[config.mk]
export PLATFORM = sky130hd
export DESIGN_NAME = serial_operand_loader
export DESIGN_NICKNAME = d
export VERILOG_FILES = /design/src/rtl/serial_pkg.sv /design/src/rtl/serial_bit_counter.sv /design/src/rtl/serial_operand_loader.sv
export SDC_FILE = /design/constraint.sdc
export NUM_CORES = 1
export LEC_CHECK = 0
export BUFFER_PORTS_ARGS = -buffer_cell sky130_fd_sc_hd__buf_2
export CORE_MARGIN = 2
export CORE_UTILIZATION = 58
export CTS_BUF_LIST = sky130_fd_sc_hd__clkbuf_16
export CTS_CLUSTER_DIAMETER = 40
export CTS_CLUSTER_SIZE = 12
export DETAILED_ROUTE_END_ITERATION = 10
export PLACE_DENSITY = 0.83
export SLEW_MARGIN = 10
export SYNTH_ARGS = -nofsm -noshare
export SYNTH_HDL_FRONTEND = slang
export SYNTH_SLANG_ARGS = --single-unit
[constraint.sdc]
create_clock -name clk -period 2.6 [get_ports clk]
set_input_delay 0.26 -clock clk [delete_from_list [all_inputs] [get_ports clk]]
set_output_delay 0.26 -clock clk [all_outputs]
set_load 0.05 [all_outputs]
[src/rtl/serial_pkg.sv]
// Shared definitions for the bit-serial operand path (loader and downstream deserializer).
package serial_pkg;

    localparam int unsigned DEFAULT_WIDTH = 8;

    // Cycles per word beyond the WIDTH shift cycles: CLEAR, DONE and the IDLE handshake cycle.
    localparam int unsigned FRAME_OVERHEAD = 3;

    typedef enum logic [1:0] {
        IDLE  = 2'd0,
        CLEAR = 2'd1,
        SHIFT = 2'd2,
        DONE  = 2'd3
    } state_t;

    function automatic logic xfer(input logic valid, input logic ready);
        return valid && ready;
    endfunction

endpackage

[src/rtl/serial_bit_counter.sv]
// Bit-position counter for serial framing: synchronous load-to-zero, enable, terminal flag.
module serial_bit_counter
    import serial_pkg::*;
#(
    parameter int unsigned WIDTH = DEFAULT_WIDTH,
    localparam int unsigned CW = $clog2(WIDTH)
) (
    input  logic          clk,
    input  logic          reset,
    input  logic          load,
    input  logic          en,
    output logic [CW-1:0] count,
    output logic          last
);

    logic [CW-1:0] count_q, count_d;

    always_comb begin
        count_d = count_q;
        if (load) begin
            count_d = '0;
        end else if (en) begin
            count_d = count_q + CW'(1);
        end
    end

    always_ff @(posedge clk or posedge reset) begin
        if (reset) begin
            count_q <= '0;
        end else begin
            count_q <= count_d;
        end
    end

    assign count = count_q;
    assign last  = (count_q == CW'(WIDTH - 1));

endmodule

[src/rtl/serial_operand_loader.sv]
// Accepts a parallel operand pair plus carry-in and streams it LSB-first to a bit-serial adder.
module serial_operand_loader
    import serial_pkg::*;
#(
    parameter int unsigned WIDTH = DEFAULT_WIDTH
) (
    input  logic             clk,
    input  logic             reset,
    input  logic             in_valid,
    output logic             in_ready,
    input  logic [WIDTH-1:0] in_a,
    input  logic [WIDTH-1:0] in_b,
    input  logic             in_cin,
    output logic             add_clr,
    output logic             a,
    output logic             b,
    output logic             cin,
    output logic             bit_valid,
    output logic             first_bit,
    output logic             last_bit,
    output logic             done
);

    localparam int unsigned CW = $clog2(WIDTH);
    localparam logic [CW-1:0] PENULT = CW'(WIDTH - 2);

    state_t           state_q, state_d;
    logic [WIDTH-1:0] sa_q, sa_d, sb_q, sb_d;
    logic             cin_q, cin_d;
    logic             add_clr_q, add_clr_d;
    logic             a_q, a_d, b_q, b_d;
    logic             bit_valid_q, bit_valid_d;
    logic             first_bit_q, first_bit_d;
    logic             last_bit_q, last_bit_d;
    logic             done_q, done_d;
    logic             take;
    logic             cnt_load, cnt_en, cnt_last;
    logic [CW-1:0]    cnt;

    serial_bit_counter #(.WIDTH(WIDTH)) u_bit_counter (
        .clk   (clk),
        .reset (reset),
        .load  (cnt_load),
        .en    (cnt_en),
        .count (cnt),
        .last  (cnt_last)
    );

    assign in_ready = (state_q == IDLE);

    always_comb begin
        state_d  = state_q;
        sa_d     = sa_q;
        sb_d     = sb_q;
        cin_d    = cin_q;
        cnt_load = 1'b0;
        cnt_en   = 1'b0;
        take     = xfer(in_valid, in_ready);

        case (state_q)
            IDLE: begin
                if (take) begin
                    state_d = CLEAR;
                    sa_d    = in_a;
                    sb_d    = in_b;
                    cin_d   = in_cin;
                end
            end
            CLEAR: begin
                state_d  = SHIFT;
                cnt_load = 1'b1;
            end
            SHIFT: begin
                sa_d = sa_q >> 1;
                sb_d = sb_q >> 1;
                if (cnt_last) begin
                    state_d  = DONE;
                    cnt_load = 1'b1;
                end else begin
                    cnt_en = 1'b1;
                end
            end
            DONE: begin
                state_d = IDLE;
            end
            default: begin
                state_d = IDLE;
            end
        endcase

        if (state_d == IDLE) begin
            cin_d = 1'b0;
        end

        // Outputs are registered copies of what the next state will present, so they
        // line up with state_q without any combinational decode on the output side.
        add_clr_d   = (state_d == CLEAR);
        bit_valid_d = (state_d == SHIFT);
        a_d         = bit_valid_d && sa_d[0];
        b_d         = bit_valid_d && sb_d[0];
        first_bit_d = (state_q == CLEAR);
        last_bit_d  = (state_q == SHIFT) && (cnt == PENULT);
        done_d      = (state_d == DONE);
    end

    always_ff @(posedge clk or posedge reset) begin
        if (reset) begin
            state_q     <= IDLE;
            sa_q        <= '0;
            sb_q        <= '0;
            cin_q       <= 1'b0;
            add_clr_q   <= 1'b0;
            a_q         <= 1'b0;
            b_q         <= 1'b0;
            bit_valid_q <= 1'b0;
            first_bit_q <= 1'b0;
            last_bit_q  <= 1'b0;
            done_q      <= 1'b0;
        end else begin
            state_q     <= state_d;
            sa_q        <= sa_d;
            sb_q        <= sb_d;
            cin_q       <= cin_d;
            add_clr_q   <= add_clr_d;
            a_q         <= a_d;
            b_q         <= b_d;
            bit_valid_q <= bit_valid_d;
            first_bit_q <= first_bit_d;
            last_bit_q  <= last_bit_d;
            done_q      <= done_d;
        end
    end

    assign add_clr   = add_clr_q;
    assign a         = a_q;
    assign b         = b_q;
    assign cin       = cin_q;
    assign bit_valid = bit_valid_q;
    assign first_bit = first_bit_q;
    assign last_bit  = last_bit_q;
    assign done      = done_q;

endmodule

# Word level (Yosys, flattened, before mapping)
# Index checks and enable logic that the tools add are counted.
[word_totals] out_inout_bits=9 latchBits=0 input_bits=20 rom_bits=0 mem_bits_rw=0 memories=0 elab_cells=52 regBits=29
[classes] eq_ne=9 n_addsub=1 n_div=0 magnitude_cmp=0 n_mul=0 muxes=16 bitwise_logic=0 n_shift=0 reduce_logical=12
[op_table] cell="8-bit one-hot mux with 2 select lines" count=2
[op_table] cell="8-bit 2-to-1 mux" count=2
[op_table] cell="2-bit == test, second input constant" count=4
[op_table] cell="2-bit one-hot mux with 4 select lines" count=1
[op_table] cell="2-bit nonzero test" count=4
[op_table] cell="3-bit == test, second input constant" count=2
[op_table] cell="1-bit 2-to-1 mux" count=6
[op_table] cell="3-bit 2-to-1 mux" count=2
[op_table] cell="2-bit by 1-bit == test with 1-bit output, second input constant" count=2
[op_table] cell="1-bit logical AND" count=4
[op_table] cell="2-bit logical NOT" count=2
[op_table] cell="2-bit 2-to-1 mux" count=2
[op_table] cell="2-bit AND reduction" count=2
[op_table] cell="3-bit by 1-bit adder with 3-bit output, second input constant" count=1
[op_table] cell="2-bit by 1-bit != test with 1-bit output, second input constant" count=1
[op_table] cell="1-bit one-hot mux with 2 select lines" count=1

# Depth between registers and ports, before layout
[logic_depth] word_depth=7 depth_mapped=8

# Modules after synthesis
# Synthesis repeated with hierarchy kept, for this count alone.
[unflattened] hier_cells=141 area_unflattened_um2=1457.6
[modules_own_cells] module="serial_operand_loader" area_per_inst_um2=1313.8 instances=1 seq_area_each_um2=650.6 cells_per_inst=129
[modules_own_cells] module="serial_bit_counter" area_per_inst_um2=143.9 instances=1 seq_area_each_um2=75.1 cells_per_inst=12

# Worst setup path before layout
# No wires, ideal clock.
[synth_path] path_type="reg-to-reg" startpoint="reg state_q[0]" endpoint="reg sa_q[1]" n_path_buf=2 slack_ns=0.751 t_arrival_ns=1.719 stages_incl_launch_ff=8 setup_time_ns=0.131 t_required_ns=2.469 synth_period_minus_slack_ns=1.849 path_cell_list="dfrtp_1 -> inv_1 -> ha_1 -> buf_6 -> or2b_1 -> buf_2 -> nor2_1 -> nor3_1"
[synth_via] elab_chain_cells=4 word_cells_on_any_way=7
[synth_lines] element="start: declaration" line_no="serial_operand_loader.sv:27" text="state_t state_q, state_d;"
[synth_lines] element="start signal: assignment" line_no="serial_operand_loader.sv:120" text="state_q <= state_d;"
[synth_lines] element="2-bit logical NOT (*)" line_no="serial_operand_loader.sv:49" text="assign in_ready = (state_q == IDLE);"
[synth_lines] element="named net in_ready" line_no="serial_operand_loader.sv:10" text="output logic in_ready,"
[synth_lines] element="1-bit logical AND" line_no="serial_pkg.sv:17" text="return valid && ready;"
[synth_lines] element="2-bit by 1-bit != test with 1-bit output (no source line)"
[synth_lines] element="2-bit AND reduction (no source line)"
[synth_lines] element="end signal: assignment" line_no="serial_operand_loader.sv:109" text="sa_q <= '0;"
[synth_lines] element="end signal: assignment" line_no="serial_operand_loader.sv:121" text="sa_q <= sa_d;"
[synth_lines] element="end: declaration" line_no="serial_operand_loader.sv:28" text="logic [WIDTH-1:0] sa_q, sa_d, sb_q, sb_d;"
# The timed path passes the listed nets; every way through them passes the cells marked *.
# A chain may end at the register's enable or synchronous reset.

# Worst setup path after layout
[layout_path] startpoint="reg state_q[0]" endpoint="reg done_q (netlist: done)"
[layout_via] elab_chain_cells=5 word_cells_on_any_way=9
[layout_lines] element="2-bit logical NOT" line_no="serial_operand_loader.sv:49, serial_operand_loader.sv:60"
[layout_lines] element="1-bit logical AND" line_no="serial_pkg.sv:17"
[layout_lines] element="2-bit 2-to-1 mux" line_no="serial_operand_loader.sv:62" text="if (take) begin"
[layout_lines] element="2-bit one-hot mux with 4 select lines (*)" line_no="serial_operand_loader.sv:60" text="case (state_q)"
[layout_lines] element="named net state_d[0]" line_no="serial_operand_loader.sv:27"
[layout_lines] element="2-bit == test (*)" line_no="serial_operand_loader.sv:103" text="done_d = (state_d == DONE);"
[layout_lines] element="named net done_d" line_no="serial_operand_loader.sv:35" text="logic done_q, done_d;"
[layout_lines] element="end signal: assignment" line_no="serial_operand_loader.sv:130" text="done_q <= done_d;"
[layout_lines] element="end: declaration" line_no="serial_operand_loader.sv:35"
# Marks and branches as above.

==> impl_metrics.toml <==
[floorplan]
dieWidth_um = 54.22
die_h_um = 54.22
core_um2 = 2432
initial_core_util = 0.6013
num_rows = 18
die_area_um2 = 2939
ios = 29

[clock_tree]
clock_sinks = 29
clkLatencyLatePin_ns = 0.28
cts_setup_buffers = 0
cts_resized = 0
numCtsBuffers = 5
cts.htree.levels = 2
clockBufferDepth = 2
clkTransAtPathRegs_ns = 0.05
cts_tree = "done"
cts_hold_repair.buffers = 0
root_buffer = "clkbuf_16"

[detailed_routing]
ant_nets = 0
wl_mm = 3.244
drc = 0
vias = 1203
routed_via_density = 6.201
drt_iter0_markers = 32
drtPass1Iterations = 4
wire_per_inst_um = 16.72

[logic_synthesis]
yosys-top-cells-area = "dfrtp_1, ha_1, a32oi_1"
ys_async_sr_fraction = 1.000
synth_commonest_cells = "dfrtp_1, nor2_1, nand2_1"
seq_area_frac_synth = 0.4962
ys_types = 31
synth.avg_cell_area_um2 = 10.92
dominantRegCellSynth = "dfrtp_1"
syn_inst = 134
yosysMostFrequentCell = "dfrtp_1"
ys_ff_latch = 29
netlist_area_um2 = 1463
synth_edf_count = 0
ys_warn_count = 0
synth_nets = 161
synth_top_area_share = 0.4962
yosysTopAreaCell = "dfrtp_1"

[timing]
period_share = 0.7325
finalSetupViolCount = 0
min_period_ns = 1.904
fin_setup_tns_ns = 0
worst_pin_slew_ns = 0.5412
rsz0062_at_grt = "false"
max_freq_ghz = 0.5251
final_hold_viol_count = 0
finalHoldWorstSlack_ns = 0.04759
fin_worst_skew_ns = 0.004518
relSlewSlack = 0.6392
report.final.slew_viol_count = 0

[worst_setup_path]
path_class = "flip-flop to flip-flop"
path_max_fanout = 15
start_kind = "flip-flop"
crit_arrival_ns = 2.12
cpPeakStageDelay_ns = 0.51
crit_path_cell_trace = "inv_1, ha_1, o21ai_0, mux2i_2, and2_1"
crit_required_ns = 2.81
worstSetupEndpointType = "flip-flop"
slowest_stage = "ha_1"

[finish]
fin_nets = 190
diodes = 0
syn_to_final_growth_pct = 17.19
drive_gt1_frac = 0.2622
final_cell_area_um2 = 1714

[global_routing]
grt_pass1_vias = 1147
globalRoute.busiestLayer = "met2"
met1_usage = 0.2934
grt_pass1_wl_mm = 5.119
grt_max_degree = 30
grt.total_usage = 0.2554
antenna_found_initial = 0
met2_usage = 0.4237
grt_util_met3 = 0.07650
grt-ovfl-total = 0

[hold_path]
holdCritPathClass = "input port to asynchronous set/reset pin"

[power]
power_density_nw_per_um2 = 1498
peakVddDrop_v = 0.0008660
leakage_nw = 0.8289

[placed_design]
hpwl_mm = 2.195
io_buffers = 28
gp_congestion = 0.7127
placed_area_um2 = 1577

[outcome]
outcome = "complete, no violations"

[job]
cap_violations = 0
path summary, 6_finish.rpt:
| check | start | to | slack [ns] | cells after the start |
|---|---|---|---|---|
| worst max register to register | state_q[0] | done | 0.70 | 5 |
| worst min-delay path | reset | sa_q[5] | 0.05 | 3 |
| min in group clk | in_b[7] | sb_q[7] | 0.21 | 2 |
| worst max-delay path | state_q[0] | done | 0.70 | 5 |
| max in group asynchronous | reset | sb_q[5] | 2.28 | 3 |
| worst min register to register | sa_q[0] | sa_q[0] | 0.50 | 2 |
logic make-up (layout without fill, tap and decap cells):
family,count (synthesis),in the layout,share of synthesized area
flops,29,29,0.4962
mux,2,2,0.02480
fa+ha+maj,7,7,0.05988
simple gates,44,44,0.1403
compound gates,37,37,0.2070
buf+inv,15,45,0.07186
layout make-up:
type	count	area, um2
fillers	189	718.2
clock inverters	3	12.51
inverters	7	26.28
clock buffers	5	125.1
repair buffers	30	155.1
multi-input cells	90	631.9
well taps	30	37.54
flip-flops and latches	29	725.7
power breakdown:
| part | switching, mW | total, mW | internal, mW |
|---|---|---|---|
| Clock | 0.189 | 0.533 | 0.344 |
| Combinational | 0.786 | 1.23 | 0.440 |
| Sequential | 0.140 | 0.808 | 0.668 |
| Total | 1.11 | 2.57 | 1.45 |
metrics by stage:
| stage | utilization | setup slack, ns | instances | power, mW |
|---|---|---|---|---|
| 6_report | 0.7047 | 0.6956 | 194 | 2.567 |
| 5_1_grt | 0.7047 | 0.4952 | 194 | 2.742 |
| 4_1_cts | 0.7047 | 0.6964 | 194 | 2.571 |
| 3_5_place_dp | 0.6481 | 0.7077 | 186 | 2.023 |
| 3_3_place_gp | 0.6481 | 0.8618 | 186 | 1.952 |
| 2_1_floorplan | - | 0.7508 | 134 | 1.837 |
critical path: cells and delay by family (launching register included):
family | cells | cell delay (ns)
buffers and inverters | 1 | 0.12
AOI/OAI and AO/OA | 1 | 0.24
muxes | 1 | 0.39
and+or+nand+nor | 1 | 0.18
DFF | 1 | 0.40
adders and majority gates | 1 | 0.51
metal layers:
| layer | part of all wire | vias to the layer above |
|---|---|---|
| li1 | - | 559 |
| met2 | 0.49 | 45 |
| met5 | 0 | - |
| met1 | 0.42 | 589 |
| met4 | 0.023 | 0 |
| met3 | 0.067 | 10 |
sequential cells by signal (all words and copies together), names as in the netlist:
register             count
sa_q                     8
sb_q                     8
u_bit_counter.count      3
state_q                  2
a                        1
add_clr                  1
b                        1
bit_valid                1
cin                      1
done                     1
first_bit                1
last_bit                 1
cell usage in the layout (no fill, tap or decap), types with 4 or more instances in the layout:
cell type   n
dfrtp_1    29
buf_2      28
nor2_1     14
nand2_1     9
inv_1       7
nand3_1     7
a32oi_1     7
ha_1        7
a221oi_1    6
nor3_1      6
a31oi_1     6
clkbuf_16   5
a211oi_2    4
a22o_1      4
Note: power is estimated with default switching activity, not from simulation.
